==> src/rtl/ysyx_25040105_ifu.sv <==
// ----------------------------------------------------------------------------
// ysyx_25040105_ifu -- instruction fetch unit
//
// Fetches one instruction word at a time from instruction memory and holds it
// for decode. At most one fetch is outstanding. A redirect from execute
// replaces the PC in any state. A response to a fetch that a redirect has made
// stale is discarded.
//
// Ports
//   clk_i            rising-edge clock
//   rst_i            synchronous, active-high reset
//   req_valid_o      fetch request to instruction memory
//   req_ready_i      memory accepts the request this cycle
//   req_addr_o       fetch address (current pc)
//   rsp_valid_i      fetch data valid
//   rsp_data_i       fetched instruction word
//   out_valid_o      instruction available to decode
//   out_ready_i      decode consumes the instruction
//   out_inst_o       held instruction
//   out_pc_o         PC of out_inst_o
//   redirect_valid_i control-flow redirect from execute
//   redirect_pc_i    redirect target
//   misalign_err_o   sticky misaligned-redirect flag
//
// Build option
//   YSYX_25040105_IFU_MISALIGN_EN  defined: a redirect whose target is not
//   word aligned sets misalign_err_o, leaves pc unchanged and halts fetching
//   in IDLE until reset. Undefined: the target's low two bits are cleared and
//   misalign_err_o is tied low.
//
// state | meaning
// ------+---------------------------------------------------------------
// IDLE  | no request; steps to REQ next cycle (stays while halted)
// REQ   | req_valid_o high at pc; handshake moves to WAIT
// WAIT  | one fetch outstanding; response latched, or dropped when stale
// HOLD  | out_valid_o high; out_inst_o/out_pc_o stable until consumed
// ----------------------------------------------------------------------------
module ysyx_25040105_ifu #(
    parameter logic [31:0] RESET_PC = 32'h8000_0000
) (
    input  logic        clk_i,
    input  logic        rst_i,
    output logic        req_valid_o,
    input  logic        req_ready_i,
    output logic [31:0] req_addr_o,
    input  logic        rsp_valid_i,
    input  logic [31:0] rsp_data_i,
    output logic        out_valid_o,
    input  logic        out_ready_i,
    output logic [31:0] out_inst_o,
    output logic [31:0] out_pc_o,
    input  logic        redirect_valid_i,
    input  logic [31:0] redirect_pc_i,
    output logic        misalign_err_o
);

    localparam logic [1:0] S_IDLE = 2'd0;
    localparam logic [1:0] S_REQ  = 2'd1;
    localparam logic [1:0] S_WAIT = 2'd2;
    localparam logic [1:0] S_HOLD = 2'd3;

    logic [1:0]  state_q, state_d;
    logic [31:0] pc_q, pc_d;
    logic        drop_q, drop_d;
    logic [31:0] inst_q, inst_d;
    logic [31:0] opc_q, opc_d;

    logic        halt_q;
    logic        take_redir;
    logic        bad_redir;
    logic [31:0] redir_tgt;

`ifdef YSYX_25040105_IFU_MISALIGN_EN
    assign redir_tgt = redirect_pc_i;
    assign bad_redir = |redirect_pc_i[1:0];

    // Sticky halt: once set only reset clears it.
    always_ff @(posedge clk_i) begin
        if (rst_i) begin
            halt_q <= 1'b0;
        end else if (take_redir && bad_redir) begin
            halt_q <= 1'b1;
        end
    end
`else
    logic unused_redir_lsb;

    assign redir_tgt        = {redirect_pc_i[31:2], 2'b00};
    assign bad_redir        = 1'b0;
    assign halt_q           = 1'b0;
    assign unused_redir_lsb = ^redirect_pc_i[1:0];
`endif

    // A halted unit accepts no further redirects.
    assign take_redir = redirect_valid_i && !halt_q;

    always_comb begin
        state_d = state_q;
        pc_d    = pc_q;
        drop_d  = drop_q;
        inst_d  = inst_q;
        opc_d   = opc_q;

        case (state_q)
            S_IDLE: begin
                if (!halt_q) begin
                    state_d = S_REQ;
                end
            end
            S_REQ: begin
                if (req_ready_i) begin
                    state_d = S_WAIT;
                    // The request just issued was for the old pc.
                    if (take_redir) begin
                        drop_d = 1'b1;
                    end
                end
            end
            S_WAIT: begin
                if (rsp_valid_i) begin
                    if (take_redir || drop_q) begin
                        drop_d  = 1'b0;
                        state_d = S_REQ;
                    end else begin
                        inst_d  = rsp_data_i;
                        opc_d   = pc_q;
                        state_d = S_HOLD;
                    end
                end else if (take_redir) begin
                    drop_d = 1'b1;
                end
            end
            S_HOLD: begin
                if (take_redir) begin
                    state_d = S_REQ;
                end else if (out_ready_i) begin
                    pc_d    = pc_q + 32'd4;
                    state_d = S_REQ;
                end
            end
            default: begin
                state_d = S_IDLE;
            end
        endcase

        // Redirect overrides whatever the state decided about pc.
        if (take_redir) begin
            if (bad_redir) begin
                state_d = S_IDLE;
                drop_d  = 1'b0;
                pc_d    = pc_q;
            end else begin
                pc_d = redir_tgt;
            end
        end
    end

    always_ff @(posedge clk_i) begin
        if (rst_i) begin
            state_q <= S_IDLE;
            pc_q    <= RESET_PC;
            drop_q  <= 1'b0;
            inst_q  <= 32'h0;
            opc_q   <= 32'h0;
        end else begin
            state_q <= state_d;
            pc_q    <= pc_d;
            drop_q  <= drop_d;
            inst_q  <= inst_d;
            opc_q   <= opc_d;
        end
    end

    assign req_valid_o    = (state_q == S_REQ);
    assign req_addr_o     = pc_q;
    assign out_valid_o    = (state_q == S_HOLD);
    assign out_inst_o     = inst_q;
    assign out_pc_o       = opc_q;
    assign misalign_err_o = halt_q;

endmodule

==> config.mk <==
export PLATFORM = sky130hd
export DESIGN_NAME = ysyx_25040105_ifu
export DESIGN_NICKNAME = d
export VERILOG_FILES = /design/src/rtl/ysyx_25040105_ifu.sv
export SDC_FILE = /design/constraint.sdc
export NUM_CORES = 1
export LEC_CHECK = 0
export BUFFER_PORTS_ARGS = -buffer_cell sky130_fd_sc_hd__buf_4
export CAP_MARGIN = 20
export CORE_AREA = 3 3 108 110
export CTS_CLUSTER_SIZE = 40
export DETAILED_ROUTE_END_ITERATION = 16
export DIE_AREA = 0 0 111 113
export GPL_TIMING_DRIVEN = 0
export PLACE_DENSITY_LB_ADDON = 0.1
export SLEW_MARGIN = 20
export SYNTH_ARGS = -nofsm -noshare
export SYNTH_HDL_FRONTEND = slang
export SYNTH_SLANG_ARGS = --single-unit
==> constraint.sdc <==
create_clock -name clk_i -period 3.6 [get_ports clk_i]
set_input_delay 0.54 -clock clk_i [delete_from_list [all_inputs] [get_ports clk_i]]
set_output_delay 0.54 -clock clk_i [all_outputs]
set_load 0.02 [all_outputs]
==> insert_results.sql <==
INSERT INTO impl_metrics (metric_group, metric, value, unit) VALUES
('status', 'outcome', 'complete, no violations', ''),
('global_routing', 'grtUsageTotal', '20.7', '%'),
('finish', 'mostFrequentLayoutCells', '165 x sky130_fd_sc_hd__buf_4, 139 x sky130_fd_sc_hd__nand2_1, 95 x sky130_fd_sc_hd__dfxtp_1', ''),
('finish', 'final_core_util', '53.7', '%'),
('finish', 'synth_to_final_area_change', '36.4', '%'),
('clocking', 'buffer_depth_of_the_longest_clock_path', '2', ''),
('synthesis', 'post_synth_inst_count', '537', ''),
('synthesis', 'synthesis.area', '0.00425', 'mm2'),
('clocking', 'cts_hold_buf', '0', ''),
('global_routing', 'antenna_found_initial', '0', ''),
('finish', 'layout.cell_area.non_filler', '0.00580', 'mm2'),
('place', 'dpl_cell_area', '0.00563', 'mm2'),
('timing', 'final.setup.tns', '0', 'ns'),
('finish', 'insertedDiodeCount', '0', ''),
('place', 'placed_cells_incl_taps', '840', ''),
('timing', 'holdWs', '0.398', 'ns'),
('worst_hold_path', 'worstHoldPathType', 'in2reg', ''),
('timing', 'worst_slack', '1.35', 'ns'),
('floorplanning', 'ioPinCount', '169', ''),
('synthesis', 'synth-warning-count', '0', ''),
('drt', 'drc', '0', ''),
('timing', 'hold_viol_final', '0', ''),
('clocking', 'cts_setup_buffers', '0', ''),
('power_and_ir_drop', 'vdd_ir_drop_max', '282', 'uV'),
('finish', 'final_common_cell', 'sky130_fd_sc_hd__buf_4', ''),
('floorplanning', 'die_span_in_x', '111', 'um'),
('finish', 'final_layout_size_suffix_gt1_share', '27.4', '%'),
('timing', 'finalClockSkew', '0.00773', 'ns'),
('drt', 'dr.first_iter.drc_count', '193', ''),
('place', 'place.detailed.hpwl', '9.83', 'mm'),
('clocking', 'cts_root_buf', 'sky130_fd_sc_hd__clkbuf_8', ''),
('worst_setup_path', 'setup.worst_path.end_class', 'register', ''),
('timing', 'layout_worst_path_cycle_share', '62.5', '%'),
('timing', 'max-slew-margin-rel', '61.0', '%'),
('floorplanning', 'die-area', '0.0125', 'mm2'),
('worst_setup_path', 'critical_path_class', 'reg2reg', ''),
('synthesis', 'syn_area_per_cell', '7.91', 'um2'),
('clocking', 'clkSinkCount', '95', ''),
('global_routing', 'number_of_global_route_vias_before_repair', '4277', ''),
('drt', 'drt_first_pass_iters', '4', ''),
('timing', 'rsz_0062_raised_after_global_routing', 'false', ''),
('clocking', 'clk_pin_slew_worst_paths', '0.09', 'ns'),
('timing', 'timing.final.crit_period', '2.25', 'ns'),
('worst_setup_path', 'critical_path_peak_fanout', '8', ''),
('timing', 'setup_viol', '0', ''),
('finish', 'num-nets-final', '785', ''),
('power_and_ir_drop', 'leakagePower', '2.36', 'nW'),
('clocking', 'h_tree_levels', '3', ''),
('global_routing', 'overflow', '0', ''),
('finish', 'fillerInstances', '1055', ''),
('synthesis', 'portion_of_the_post_synthesis_area_used_by_sequential_elements', '44.7', '%'),
('timing', 'final_count_of_pins_violating_max_slew', '0', ''),
('place', 'port-buffer-count', '159', ''),
('worst_setup_path', 'critPathRequiredTime', '3.89', 'ns'),
('power_and_ir_drop', 'cellPowerDensity', '354', 'mW/mm2'),
('floorplanning', 'floorplan.initialDensity', '39.4', '%'),
('drt', 'avgRoutedWirePerCell', '15.4', 'um'),
('power_and_ir_drop', 'power.total', '2.05', 'mW'),
('floorplanning', 'die_height', '113', 'um'),
('synthesis', 'synth.ff_latch_count', '95', ''),
('drt', 'overall_via_count_from_detail_route', '4435', ''),
('job', 'drv_cap', '0', ''),
('clocking', 'numCtsBuffers', '9', ''),
('drt', 'detail_route.wirelength', '13.1', 'mm'),
('global_routing', 'grt_first_pass_wirelength', '21.0', 'mm'),
('floorplanning', 'rows', '38', ''),
('timing', 'highest_clock_rate', '0.445', 'GHz'),
('drt', 'ant_nets', '0', ''),
('place', 'gp_congestion', '0.782', ''),
('clocking', 'clk_latency', '0.38', 'ns'),
('global_routing', 'grt_max_degree', '15', ''),
('clocking', 'post_cts_resize_count', '0', ''),
('synthesis', 'post_synth_num_cell_types', '47', ''),
('worst_setup_path', 'worst-endpoint-arrival', '2.54', 'ns'),
('drt', 'vias_per_cell', '5.19', ''),
('finish', 'fin_cells', '855', ''),
('place', 'detailedPlace.worstSlack', '1.21', 'ns'),
('timing', 'worstMarginPinSlew', '0.585', 'ns'),
('clocking', 'cts_tree', 'yes', ''),
('floorplanning', 'core_region_area', '0.0108', 'mm2'),
('worst_setup_path', 'worst_setup_path_start_kind', 'register', '');
-- power by group --
part / switching, mW / internal [mW]
logic: 0.155 / 0.136
clock network: 0.370 / 0.263
registers: 0.0459 / 1.08
total: 0.571 / 1.48
-- synthesized netlist by cell type, drive strengths merged --
| library cell | count | share of area, % |
|---|---|---|
| o21ai | 6 | 0.71 |
| nor4 | 11 | 2.1 |
| clkbuf | 36 | 3.2 |
| nand4 | 11 | 2.1 |
| inv | 17 | 1.5 |
| nand2b | 1 | 0.15 |
| o21ba | 1 | 0.24 |
| nor4b | 1 | 0.21 |
| xnor2 | 8 | 1.6 |
| nor2 | 27 | 2.4 |
| a211oi | 12 | 2.1 |
| nor3b | 2 | 0.35 |
| nor3 | 3 | 0.35 |
| a211o | 1 | 0.21 |
| nor2b | 4 | 0.59 |
| or4 | 2 | 0.35 |
| xor2 | 3 | 0.62 |
| nand2 | 139 | 12 |
| dfxtp | 95 | 45 |
| conb | 1 | 0.088 |
| nand3 | 13 | 1.5 |
| a311oi | 10 | 2.1 |
| buf | 12 | 2.2 |
| a221oi | 3 | 0.62 |
| a21boi | 1 | 0.18 |
| mux2 | 1 | 0.26 |
| ha | 4 | 1.2 |
| a2111oi | 8 | 1.6 |
| a311o | 1 | 0.24 |
| and4 | 11 | 2.4 |
| and3 | 12 | 1.8 |
| a21oi | 71 | 8.4 |
| o31a | 1 | 0.24 |
| or4b | 1 | 0.24 |
| o21a | 1 | 0.18 |
| o31ai | 2 | 0.35 |
| or3 | 4 | 0.59 |
-- logic make-up (layout without fill, tap and decap cells) --
group	count (synthesis)	after routing	synth area share [%]
AND/OR/NAND/NOR	242	242	27.4
other	1	5	0.0882
buffers and inverters	65	239	6.92
adder cells (fa/ha/maj)	4	4	1.18
multiplexers	1	1	0.265
flip-flops	95	95	44.7
XOR/XNOR	11	11	2.27
AO/OA/AOI/OAI	118	118	17.1
-- critical path: stages (launching register included) --
cell	delay [ns]
sky130_fd_sc_hd__dfxtp_1	0.39
sky130_fd_sc_hd__ha_1	0.19
sky130_fd_sc_hd__buf_2	0.19
sky130_fd_sc_hd__and4_1	0.21
sky130_fd_sc_hd__clkbuf_1	0.43
sky130_fd_sc_hd__nand3_1	0.16
sky130_fd_sc_hd__or3_1	0.36
sky130_fd_sc_hd__a311oi_1	0.24
-- sequential cells by signal, indices dropped and copies added, names as in the netlist --
name	count
out_inst_o	32
out_pc_o	30
req_addr_o	30
state_q	2
drop_q	1
-- final timing paths --
path / start / to / slack, ns / cells past startpoint
setup reg to reg: state_q[0]$_SDFFE_PP0P_ / req_addr_o[15]$_SDFFE_PP0P_ / 1.35 / 7
hold reg to reg: out_pc_o[24]$_SDFFE_PP0P_ / out_pc_o[24]$_SDFFE_PP0P_ / 0.46 / 2
hold / removal: rsp_valid_i / drop_q$_SDFFE_PP0P_ / 0.40 / 2
setup / recovery: state_q[0]$_SDFFE_PP0P_ / req_addr_o[15]$_SDFFE_PP0P_ / 1.35 / 7
-- layer usage --
metal / part of all wire (%) / track usage (%) / vias up
met4: 1.7 / 6.24 / 0
li1: - / - / 2202
met3: 7.3 / 6.90 / 17
met5: 0 / 0 / -
met2: 48 / 35.4 / 131
met1: 42 / 24.8 / 2085
-- cell type report --
type,instances,area [um2],share of cell area (%)
Buffer,48,230,3.97
Tap cell,140,175,3.02
Clock buffer,11,141,2.44
Inverter,17,63.8,1.10
Timing Repair Buffer,159,1190,20.6
Sequential cell,95,1900,32.8
Multi-Input combinational cell,381,2070,35.7
Clock inverter,4,22.5,0.388
Note: power is estimated with default switching activity, not from simulation.
